## src/rtl/xnor_cmp_pkg.sv

```systemverilog
// Shared types and sizing helpers for the serial XNOR compare arbiter.
package xnor_cmp_pkg;

    localparam int NREQ_DEF = 4;
    localparam int W_DEF    = 8;

    typedef enum logic [1:0] {
        IDLE  = 2'd0,
        SHIFT = 2'd1,
        RESP  = 2'd2
    } state_t;

    // Index width that stays at least one bit even for tiny counts.
    function automatic int id_width(input int n);
        return (n <= 2) ? 1 : $clog2(n);
    endfunction

    localparam int IDW_DEF = id_width(NREQ_DEF);

endpackage

```

## src/rtl/xnor2.sv

```systemverilog
// Two-input XNOR cell used as the single-bit compare element.
module xnor2 (
    input  logic a,
    input  logic b,
    output logic y
);
    assign y = ~(a ^ b);
endmodule

```

## src/rtl/xnor_rr_arb.sv

```systemverilog
// Round-robin arbiter: first valid index searching cyclically after last_grant.
module xnor_rr_arb
    import xnor_cmp_pkg::*;
#(
    parameter int NREQ = NREQ_DEF,
    parameter int IDW  = id_width(NREQ)
) (
    input  logic [NREQ-1:0] valid,
    input  logic [IDW-1:0]  last_grant,
    output logic [NREQ-1:0] grant,
    output logic [IDW-1:0]  grant_idx,
    output logic            grant_any
);

    logic [IDW-1:0] cand;

    always_comb begin
        grant_idx = '0;
        grant_any = 1'b0;
        cand      = last_grant;
        for (int k = 0; k < NREQ; k++) begin
            cand = (cand == IDW'(NREQ - 1)) ? '0 : cand + IDW'(1);
            if (!grant_any && valid[cand]) begin
                grant_any = 1'b1;
                grant_idx = cand;
            end
        end
    end

    for (genvar gi = 0; gi < NREQ; gi++) begin : g_onehot
        assign grant[gi] = grant_any && (grant_idx == IDW'(gi));
    end

endmodule

```

## src/rtl/xnor_cmp_arb.sv

```systemverilog
// Shared bit-serial equality comparator: arbitrates NREQ requesters, compares
// the granted operands one bit per cycle through an XNOR cell, then holds the result.
module xnor_cmp_arb
    import xnor_cmp_pkg::*;
#(
    parameter int NREQ = NREQ_DEF,
    parameter int W    = W_DEF,
    parameter int IDW  = id_width(NREQ),
    parameter int CW   = $clog2(W)
) (
    input  logic            clk,
    input  logic            rst_n,
    input  logic [NREQ-1:0] req_valid,
    output logic [NREQ-1:0] req_ready,
    input  logic [NREQ*W-1:0] req_a,
    input  logic [NREQ*W-1:0] req_b,
    output logic            rsp_valid,
    input  logic            rsp_ready,
    output logic [IDW-1:0]  rsp_id,
    output logic            rsp_match,
    output logic            busy
);

    state_t         state_reg, state_next;
    logic [IDW-1:0] last_grant_reg, last_grant_next;
    logic [IDW-1:0] id_reg, id_next;
    logic [CW-1:0]  cnt_reg, cnt_next;
    logic           match_reg, match_next;
    logic [W-1:0]   a_reg, a_next;
    logic [W-1:0]   b_reg, b_next;

    logic [W-1:0]    a_arr [NREQ];
    logic [W-1:0]    b_arr [NREQ];
    logic [NREQ-1:0] grant;
    logic [IDW-1:0]  grant_idx;
    logic            grant_any;
    logic            xnor_out;

    for (genvar gi = 0; gi < NREQ; gi++) begin : g_unpack
        assign a_arr[gi] = req_a[gi*W +: W];
        assign b_arr[gi] = req_b[gi*W +: W];
    end

    xnor_rr_arb #(.NREQ(NREQ), .IDW(IDW)) u_arb (
        .valid      (req_valid),
        .last_grant (last_grant_reg),
        .grant      (grant),
        .grant_idx  (grant_idx),
        .grant_any  (grant_any)
    );

    // Operands shift right each cycle, so bit 0 always carries the bit under test.
    xnor2 u_xnor (
        .a (a_reg[0]),
        .b (b_reg[0]),
        .y (xnor_out)
    );

    always_ff @(posedge clk) begin
        if (!rst_n) begin
            state_reg      <= IDLE;
            last_grant_reg <= IDW'(NREQ - 1);
            id_reg         <= '0;
            cnt_reg        <= '0;
            match_reg      <= 1'b1;
            a_reg          <= '0;
            b_reg          <= '0;
        end else begin
            state_reg      <= state_next;
            last_grant_reg <= last_grant_next;
            id_reg         <= id_next;
            cnt_reg        <= cnt_next;
            match_reg      <= match_next;
            a_reg          <= a_next;
            b_reg          <= b_next;
        end
    end

    always_comb begin
        state_next      = state_reg;
        last_grant_next = last_grant_reg;
        id_next         = id_reg;
        cnt_next        = cnt_reg;
        match_next      = match_reg;
        a_next          = a_reg;
        b_next          = b_reg;
        req_ready       = '0;
        rsp_valid       = 1'b0;
        rsp_id          = '0;
        rsp_match       = 1'b0;
        case (state_reg)
            IDLE: begin
                if (grant_any) begin
                    req_ready       = grant & {NREQ{rst_n}};
                    last_grant_next = grant_idx;
                    id_next         = grant_idx;
                    a_next          = a_arr[grant_idx];
                    b_next          = b_arr[grant_idx];
                    cnt_next        = '0;
                    match_next      = 1'b1;
                    state_next      = SHIFT;
                end
            end
            SHIFT: begin
                match_next = match_reg & xnor_out;
                a_next     = a_reg >> 1;
                b_next     = b_reg >> 1;
                // Always the full W cycles, no early exit, so latency is fixed.
                if (cnt_reg == CW'(W - 1)) begin
                    cnt_next   = '0;
                    state_next = RESP;
                end else begin
                    cnt_next = cnt_reg + CW'(1);
                end
            end
            RESP: begin
                rsp_valid = 1'b1;
                rsp_id    = id_reg;
                rsp_match = match_reg;
                if (rsp_ready) begin
                    state_next = IDLE;
                end
            end
            default: state_next = IDLE;
        endcase
    end

    assign busy = (state_reg != IDLE);

endmodule

```

## config.mk

```make
export PLATFORM = sky130hd
export DESIGN_NAME = xnor_cmp_arb
export DESIGN_NICKNAME = d
export VERILOG_FILES = /design/src/rtl/xnor_cmp_pkg.sv /design/src/rtl/xnor2.sv /design/src/rtl/xnor_rr_arb.sv /design/src/rtl/xnor_cmp_arb.sv
export SDC_FILE = /design/constraint.sdc
export NUM_CORES = 1
export LEC_CHECK = 0
export BUFFER_PORTS_ARGS = -buffer_cell sky130_fd_sc_hd__buf_4
export CORE_ASPECT_RATIO = 0.7
export CORE_MARGIN = 4
export CORE_UTILIZATION = 30
export CTS_BUF_LIST = sky130_fd_sc_hd__clkbuf_2
export CTS_CLUSTER_DIAMETER = 50
export DETAILED_ROUTE_END_ITERATION = 10
export PLACE_DENSITY = 0.66
export SYNTH_ARGS = -nofsm -noshare
export SYNTH_HDL_FRONTEND = slang
export SYNTH_SLANG_ARGS = --single-unit
```

## constraint.sdc

```tcl
create_clock -name clk -period 1.8 [get_ports clk]
set_input_delay 0.27 -clock clk [delete_from_list [all_inputs] [get_ports clk]]
set_output_delay 0.27 -clock clk [all_outputs]
set_load 0.01 [all_outputs]
```

==> run_results.csv, run 1 <==
group,metric,value,unit
timing,timing.final.hold_violations,0,
clock_tree,clk_path_buf_depth,2,
timing,tns,-3460,ps
global_routing,grt_overflow,0,
drt,drt-pass1-iter-count,4,
global_routing,number_of_antenna_violations_at_the_first_check_in_global_routing,0,
layout,core_occupancy_in_the_finished_layout,50.0,%
placement,place.detailed.instances,347,
drt,drt_wl_total,4950,um
hold_path,hold_path_depth,3,
setup_path,worst_path_maximum_fanout,4,
timing,relSlewSlack,72.2,%
timing,worst_max_slew_pin_slew,416,ps
layout,layout.cells.non_filler,357,
synth,postSynthAreaPerCell,9.10,um2
floorplan,floorplan.die.height,71.2,um
power_and_ir_drop,pwr_density_cell,761,mW/mm2
clock_tree,htree_depth,1,
timing,final_count_of_negative_setup_slack_endpoints,17,
placement,io_buffers,79,
layout,areaGrowthSynthToFinish,56.7,%
placement,placed_area,0.00254,mm2
synth,postSynthCellCount,188,
global_routing,grt_pass1_wl,8110,um
floorplan,fp.dieW,98.3,um
setup_path,ff2ff_setup_slack,-190,ps
setup_path,cp_slowest_cell,"dfxtp_2",
power_and_ir_drop,irDropWorstVdd,0.330,mV
floorplan,io_pins,80,
setup_path,critical_path_buf_inv_count,2,
drt,ant_nets,0,
setup_path,timing.critical_path.slowest_cell_delay,400,ps
synth,yosys_warnings,0,
global_routing,grt_max_degree,21,
timing,finalClockSkew,19.4,ps
synth,post_synth_num_cell_types,41,
layout,final_nets,359,
clock_tree,clock_insertion_delay_worst_skew,370,ps
setup_path,worstPathCellList,"ha_4 > nor4_4 > nor3_4 > buf_6 > o21ai_4 > nor2_1 > buf_4",
synth,synth-edff-count,0,
layout,final_cell_area,0.00268,mm2
floorplan,dieArea,0.00700,mm2
global_routing,grt_most_used_layer,"met2",
clock_tree,tritoncts_clock_tree,"yes",
placement,post-place-ws,-124,ps
floorplan,fp.coreArea,0.00537,mm2
timing,maxClockFrequency,0.464,GHz
setup_path,worst_r2r_endpoint,"a_reg[1]",
setup_path,timing.setup.critical_path_class,"flip-flop to output port",
setup_path,timing.reg2reg.worst_path_depth,7,
setup_path,critPathTopFamily,"simple AND/OR/NAND/NOR gates",
setup_path,startpoint_type,"flip-flop",
drt,first_iter_violations,38,
placement,dp_hpwl,3860,um
layout,drive_above_1_share,46.8,%
clock_tree,ctsHoldBuffers,0,
global_routing,global_route.usage.met2,23.1,%
timing,slew_viol_final,0,
placement,gp_congestion,0.747,
synth,yosys_reg_bits,26,
timing,finalWorstSetupSlack,-356,ps
hold_path,worstHoldEndpoint,"b_reg[6]",
clock_tree,cts.clk_slew.worst_paths,260,ps
synth,synth_top_flop_cell,"dfxtp_1",
drt,route.detailed.vias_per_inst,4.89,
hold_path,min_from,"req_b[6]",
setup_path,arrival,1890,ps
global_routing,grt.met1_usage,18.5,%
hold_path,hold_wc_path_type,"input pin to flip-flop",
outcome,failed_checks,"negative setup slack",
power_and_ir_drop,power,2.04,mW
outcome,run_status,"finished with violations",
clock_tree,cts-buffers-inserted,3,
timing,worst_hold_slack,182,ps
floorplan,num_rows,22,
timing,rsz0062_at_grt,"yes",
synth,synthesis.area,0.00171,mm2
drt,routed_wire_length_per_instance,13.9,um
drt,vias,1745,
synth,seq_total_area_yosys,30.4,%
clock_tree,cts.sink_count,26,
timing,layout_worst_path_cycle_share,120,%
global_routing,grt_pass1_vias,1714,
layout,fillerInstances,538,
global_routing,grtUsageMet3,4.43,%
setup_path,cp-end-kind,"output port",
timing,finalCriticalPeriod,2160,ps
run,maxCapViolations,0,
synth,mappedNetlistNets,262,
power_and_ir_drop,total_leakage_power,1.22,nW
setup_path,cp_data_required_time,1530,ps
floorplan,floorplan.initialDensity,31.9,%
synth,synthArstFlopShare,0,%
global_routing,globalRouteTotalUtil,13.9,%
clock_tree,root_buffer_cell,"clkbuf_2",
setup_path,launch_instance_of_the_worst_register_to_register_path,"last_grant_reg[0]",
drt,remaining_drc_errors,0,
## worst max-delay path by stage
stage / startpoint / end / cells after the start
6_report: last_grant_reg[0] / req_ready[0] / 7
5_1_grt: last_grant_reg[0] / req_ready[1] / 8
4_1_cts: last_grant_reg[0] / req_ready[0] / 8
3_5_place_dp: last_grant_reg[1] / a_reg[5] / 8
3_3_place_gp: last_grant_reg[1] / a_reg[1] / 7
2_1_floorplan: last_grant_reg[0] / req_ready[1] / 8
## final cells by class
type	instances	area, um2	share of cell area, %
Multi-Input combinational cell	146	1160	43.4
Timing Repair Buffer	104	842	31.4
Sequential cell	26	524	19.6
Tap cell	72	90.1	3.36
Clock inverter	1	30.0	1.12
Clock buffer	3	15.0	0.560
Inverter	4	15.0	0.560
Antenna cell	1	2.50	0.0933
## cell usage in the layout (no fill, tap or decap), drive strengths merged
cell type / synthesis / final
nor3b: 1 / 1
or2b: 2 / 2
a211oi: 1 / 1
o21a: 1 / 1
mux2i: 30 / 30
o21ai: 5 / 5
a22oi: 1 / 1
nor2b: 4 / 4
a22o: 12 / 12
nand2b: 2 / 2
a31oi: 1 / 1
buf: 9 / 104
nor2: 9 / 9
or2: 1 / 1
and3: 2 / 2
diode: 0 / 1
nand3: 7 / 7
a21oi: 3 / 3
o21bai: 1 / 1
o221ai: 14 / 14
and2: 5 / 5
o31a: 1 / 1
dfxtp: 26 / 26
mux2: 2 / 2
inv: 4 / 4
bufinv: 0 / 1
nor4: 1 / 1
clkbuf: 3 / 3
o32a: 2 / 2
or4: 1 / 1
xnor2: 1 / 1
nand2: 26 / 26
nor3: 2 / 2
ha: 3 / 3
a21boi: 4 / 4
a31o: 1 / 1
## synthesized netlist by cell type (2+ instances only)
library cell	instances	share of area (%)
a21oi_1	3	0.88
buf_2	2	0.58
clkbuf_1	3	0.66
o21ai_0	3	0.88
mux2_2	2	1.3
o32a_1	2	1.2
or2b_1	2	0.88
inv_1	4	0.88
o221ai_1	14	7.2
ha_1	3	2.2
buf_6	4	2.6
and2_1	4	1.5
nor2b_1	4	1.5
nand3_1	7	2.0
a21boi_0	4	1.8
buf_4	3	1.3
and3_1	2	0.73
mux2i_1	30	18
nand2_1	26	5.7
nand2b_1	2	0.73
a22o_1	12	6.1
nor2_1	8	1.8
dfxtp_1	26	30
## kinds of logic after synthesis
| family | synth area share (%) |
|---|---|
| AO/OA/AOI/OAI | 23.3 |
| XOR/XNOR | 0.512 |
| adder cells (fa/ha/maj) | 2.19 |
| buffers and inverters | 6.07 |
| flip-flops | 30.4 |
| multiplexers | 18.9 |
| AND/OR/NAND/NOR | 18.6 |
## report_power, final
part | total, mW | switching, mW | internal [mW]
logic | 0.944 | 0.395 | 0.550
registers | 0.724 | 0.0573 | 0.666
clock network | 0.371 | 0.180 | 0.191
## worst reg2reg max path, cell delays in order, from the launching register on
cell and delay [ps]:
dfxtp_2 400, ha_4 260, buf_4 140, a211oi_4 260, buf_12 150, buf_6 170, mux2_2 350, o32a_1 170
## what timing repair did
action | in CTS | in global routing
gates resized for setup | 7 | 9
setup buffers | 1 | 4
endpoints found under the setup margin | 21 | 23
pin swaps | 1 | 4
## metal layers
layer | wire length, um | up-vias
met1 | 2270 | 807
met2 | 2350 | 45
met5 | 0 | -
met4 | 0 | 0
li1 | - | 893
met3 | 335 | 0
Note: power is estimated with default switching activity, not from simulation.
==> run 2: changes to the inputs <==
Settings changed: PLACE_DENSITY 0.66 to 0.64.
Clock period 1.8 ns to 2.59 ns, I/O delays scaled along.
==> run 2 against run 1 <==
First-iteration DRC count is 63% higher. Design area is 8.7% lower. Highest routed layer is now met4. Clock skew is 17 ps lower. Via count is 3.4% lower. Wire length is 1.5% lower. Cell count is 4.8% lower. Non-clock buffer count is 15 lower. Clock power is 61% lower. Combinational power is 41% lower. The flow now finishes without violations. Critical path type unchanged. Sequential power is 31% lower.
==> run_results.csv, run 2 (synthesis gave the netlist of run 1 again) <==
group,metric,value,unit
global_routing,grt_pass1_wl,7580,um
timing,finalClockSkew,2.46,ps
setup_path,cp_data_required_time,2200,ps
global_routing,grt_pass1_vias,1584,
global_routing,grt_overflow,0,
placement,gp_congestion,0.845,
clock_tree,clk_path_buf_depth,2,
placement,dp_hpwl,3630,um
global_routing,grt_max_degree,30,
floorplan,io_pins,80,
drt,first_iter_violations,62,
clock_tree,root_buffer_cell,"clkbuf_2",
layout,final_nets,344,
layout,most_frequent_cells_in_the_layout,"buf_4, mux2i_1, nand2_1, dfxtp_1, o221ai_1",
clock_tree,cts.clk_slew.worst_paths,230,ps
layout,final_cell_area,0.00245,mm2
drt,ant_nets,0,
floorplan,dieArea,0.00700,mm2
drt,drt_wl_total,4880,um
hold_path,hold_wc_path_type,"input pin to flip-flop",
setup_path,arrival,2030,ps
timing,worst_max_slew_pin_slew,505,ps
layout,antenna_cells,0,
power_and_ir_drop,irDropWorstVdd,0.182,mV
timing,timing.final.hold_violations,0,
timing,tns,0,ps
global_routing,number_of_antenna_violations_at_the_first_check_in_global_routing,0,
timing,slew_viol_final,0,
timing,finalCriticalPeriod,2420,ps
setup_path,cp-end-kind,"output port",
timing,relSlewSlack,66.3,%
drt,drt-pass1-iter-count,4,
drt,route.detailed.vias_per_inst,4.96,
clock_tree,tritoncts_clock_tree,"yes",
outcome,run_status,"completed",
clock_tree,cts-buffers-inserted,3,
drt,vias,1686,
drt,routed_wire_length_per_instance,14.3,um
floorplan,floorplan.initialDensity,31.9,%
floorplan,num_rows,22,
clock_tree,htree_depth,1,
setup_path,worst_path_maximum_fanout,7,
floorplan,fp.dieW,98.3,um
layout,final_common_cell,"buf_4",
timing,final_count_of_negative_setup_slack_endpoints,0,
setup_path,timing.setup.critical_path_class,"flip-flop to output port",
global_routing,globalRouteTotalUtil,13.2,%
timing,maxClockFrequency,0.414,GHz
setup_path,startpoint_type,"flip-flop",
clock_tree,ctsHoldBuffers,0,
power_and_ir_drop,total_leakage_power,1.13,nW
clock_tree,clock_insertion_delay_worst_skew,340,ps
timing,layout_worst_path_cycle_share,93.3,%
floorplan,fp.coreArea,0.00537,mm2
run,maxCapViolations,0,
clock_tree,cts.sink_count,26,
drt,remaining_drc_errors,0,
layout,drive_above_1_share,39.2,%
placement,placed_area,0.00236,mm2
layout,areaGrowthSynthToFinish,43.1,%
floorplan,floorplan.die.height,71.2,um
power_and_ir_drop,pwr_density_cell,491,mW/mm2
timing,rsz0062_at_grt,"no",
placement,io_buffers,79,
## run 2: cell count changes in the layout (fill, tap and decap cells not counted), moves of 3 or more
cell / change
buf_4: -10
mux2i_1: +4
mux2i_2: -4
buf_12: -3
buf_6: -3
## run 2: area by class of cell
class / instances / area, um2
Clock buffer: 3 / 15.0
Timing Repair Buffer: 89 / 706
Tap cell: 72 / 90.1
Multi-Input combinational cell: 146 / 1100
Sequential cell: 26 / 522
Fill cell: 527 / 2920
Inverter: 4 / 15.0
## run 2: critical path: stages (launching register included)
cell	delay, ps
dfxtp_2	410
ha_1	250
o21ai_0	190
a21oi_1	130
a211oi_4	290
buf_12	150
inv_1	50
nor2_1	90
buf_4	130
## run 2: metrics by stage
step | setup slack (ps) | std cells | hold WS (ps) | util [%] | power [mW]
floorplan | 479 | 188 | 439 | - | 0.848
global placement | 479 | 331 | 447 | 43.9 | 0.992
detailed placement | 409 | 331 | 455 | 43.9 | 1.00
CTS | 11.0 | 335 | 328 | 44.8 | 1.18
global route | 20.1 | 340 | 314 | 45.6 | 1.28
finish | 174 | 340 | 334 | 45.6 | 1.20
## run 2: timing repair
item | 4_1_cts | 5_1_grt
hold endpoints to repair | 0 | 0
endpoints found under the setup margin | 2 | 4
setup buffers | 0 | 5
pin swaps | 0 | 2
cloned | 1 | 0
gates resized for setup | 0 | 2
## run 2: worst paths after layout
kind	startpoint	end	slack, ps	cells after the start
max	last_grant_reg[0]	req_ready[1]	170	8
min	req_b[6]	b_reg[6]	330	3
max reg2reg	last_grant_reg[0]	a_reg[0]	380	8
min reg2reg	id_reg[0]	id_reg[0]	480	2
## run 2: metal layers
layer	track usage (%)	wire, um	vias up
li1	-	-	863
met1	17.5	2220	764
met2	21.6	2280	51
met3	3.74	308	8
met4	2.88	66	0
met5	0	0	-
## run 2: power breakdown
part           switching, mW  internal, mW  total [mW]  leakage (nW)
Combinational          0.239         0.318       0.557         0.900
Clock                  0.114        0.0315       0.146        0.0125
Sequential            0.0369         0.462       0.499         0.214
==> run 3: changes to the inputs <==
Settings changed: CELL_PAD_IN_SITES_DETAIL_PLACEMENT set to 1, CELL_PAD_IN_SITES_GLOBAL_PLACEMENT set to 2, CORE_UTILIZATION 30 to 28, CTS_BUF_LIST sky130_fd_sc_hd__clkbuf_2 to sky130_fd_sc_hd__clkbuf_16, PLACE_DENSITY 0.64 to 0.93.
==> run 3 against run 2 <==
Via count rose by 0.71%. Utilization fell by 3.0 points. Register-to-register slack is essentially flat. Global-route usage rose by 1.3 points. Design area rose by 1.2%. Critical path type unchanged.
==> run_results.csv, run 3 (synthesis gave the netlist of run 1 again) <==
group,metric,value,unit
global_routing,number_of_antenna_violations_at_the_first_check_in_global_routing,0,
setup_path,worst_path_maximum_fanout,15,
floorplan,dieArea,0.00745,mm2
layout,antenna_cells,0,
run,maxCapViolations,0,
timing,rsz0062_at_grt,"no",
layout,final_nets,340,
layout,fillerInstances,688,
timing,timing.final.hold_violations,0,
floorplan,num_rows,23,
drt,drt_wl_total,5440,um
drt,vias,1698,
floorplan,floorplan.die.height,73.4,um
clock_tree,clk_path_buf_depth,2,
setup_path,ff2ff_setup_slack,380,ps
placement,io_buffers,79,
placement,dp_hpwl,4170,um
global_routing,globalRouteTotalUtil,14.5,%
setup_path,timing.setup.critical_path_class,"flip-flop to output port",
layout,areaGrowthSynthToFinish,44.7,%
global_routing,grt_max_degree,30,
global_routing,grt_pass1_vias,1811,
timing,maxClockFrequency,0.409,GHz
timing,relSlewSlack,70.2,%
clock_tree,cts_setup_buffers,0,
setup_path,timing.reg2reg.worst_path_depth,8,
drt,route.detailed.vias_per_inst,4.99,
timing,worst_max_slew_pin_slew,446,ps
clock_tree,root_buffer_cell,"clkbuf_16",
layout,most_frequent_cells_in_the_layout,"buf_4, mux2i_1, nand2_1, dfxtp_1, o221ai_1",
global_routing,grt_overflow,0,
hold_path,hold_path_depth,3,
hold_path,hold_wc_path_type,"input pin to flip-flop",
global_routing,grt_pass1_wl,8740,um
outcome,run_status,"completed",
floorplan,floorplan.initialDensity,29.4,%
setup_path,cp_data_required_time,2200,ps
setup_path,cp-end-kind,"output port",
drt,drt-pass1-iter-count,4,
hold_path,min_from,"req_b[5]",
setup_path,startpoint_type,"flip-flop",
clock_tree,cts.sink_count,26,
placement,gp_congestion,0.778,
timing,slew_viol_final,0,
power_and_ir_drop,pwr_density_cell,593,mW/mm2
clock_tree,cts.clk_slew.worst_paths,70,ps
floorplan,fp.coreArea,0.00581,mm2
clock_tree,clock_insertion_delay_worst_skew,270,ps
timing,worst_hold_slack,427,ps
drt,first_iter_violations,48,
layout,drive_above_1_share,38.1,%
hold_path,worstHoldEndpoint,"b_reg[5]",
timing,final_count_of_negative_setup_slack_endpoints,0,
setup_path,launch_instance_of_the_worst_register_to_register_path,"last_grant_reg[0]",
floorplan,fp.dieW,101,um
drt,routed_wire_length_per_instance,16.0,um
power_and_ir_drop,power,1.47,mW
power_and_ir_drop,irDropWorstVdd,0.250,mV
timing,layout_worst_path_cycle_share,94.4,%
layout,final_common_cell,"buf_4",
power_and_ir_drop,total_leakage_power,1.13,nW
timing,finalCriticalPeriod,2450,ps
setup_path,worst_r2r_endpoint,"b_reg[4]",
drt,remaining_drc_errors,0,
timing,finalClockSkew,7.23,ps
setup_path,arrival,2060,ps
timing,tns,0,ps
clock_tree,htree_depth,1,
clock_tree,tritoncts_clock_tree,"yes",
floorplan,io_pins,80,
drt,ant_nets,0,
clock_tree,cts-buffers-inserted,3,
## run 3: how the worst max path moves through the flow
stage	startpoint	slack, ps	endpoint
finish	last_grant_reg[0]	140	req_ready[1]
global route	last_grant_reg[0]	20	req_ready[3]
CTS	last_grant_reg[0]	100	req_ready[1]
detailed placement	last_grant_reg[0]	340	b_reg[4]
global placement	last_grant_reg[0]	470	req_ready[3]
floorplan	last_grant_reg[0]	480	req_ready[2]
## run 3: layout make-up
cell class | instances | area (um2) | share of cell area [%]
tap | 75 | 93.8 | 3.79
sequential | 26 | 520 | 21.0
clock buffer | 3 | 75.1 | 3.03
multi-input combinational | 146 | 1100 | 44.4
clock inverter | 1 | 30.0 | 1.21
timing repair buffer | 85 | 642 | 25.9
inverter | 4 | 15.0 | 0.606
## run 3: what timing repair did
item                       in CTS  in global routing
hold buffers                    0                  0
resized for setup               0                  2
setup endpoints to repair       0                  3
## run 3: metrics by stage
stage | util [%] | setup slack, ps | area (um2) | std cells
final | 42.6 | 144 | 2480 | 340
after global routing | 42.6 | 19.9 | 2480 | 340
after CTS | 42.4 | 99.8 | 2470 | 340
after detailed placement | 40.6 | 342 | 2360 | 336
after global placement | 40.6 | 472 | 2360 | 336
after floorplan | - | 479 | 1710 | 188
## run 3: routing by layer
layer  part of all wire, %  vias to the layer above  track usage, %
li1                      -                      853               -
met1                    45                      806            19.3
met2                    50                       35            25.0
met3                   4.0                        4            3.13
met4                  0.37                        0            1.77
met5                     0                        -               0
## run 3: power by group
part / total (mW) / internal, mW / switching (mW)
Clock: 0.457 / 0.308 / 0.149
Sequential: 0.503 / 0.462 / 0.0410
Combinational: 0.509 / 0.268 / 0.241
## run 3: worst max-delay path, stage by stage (launching register included)
cell and delay, ps:
dfxtp_1 360, ha_1 270, o21ai_1 140, o21ai_0 160, a211oi_4 290, buf_6 230, inv_1 80, nor2_1 110
buf_4 130
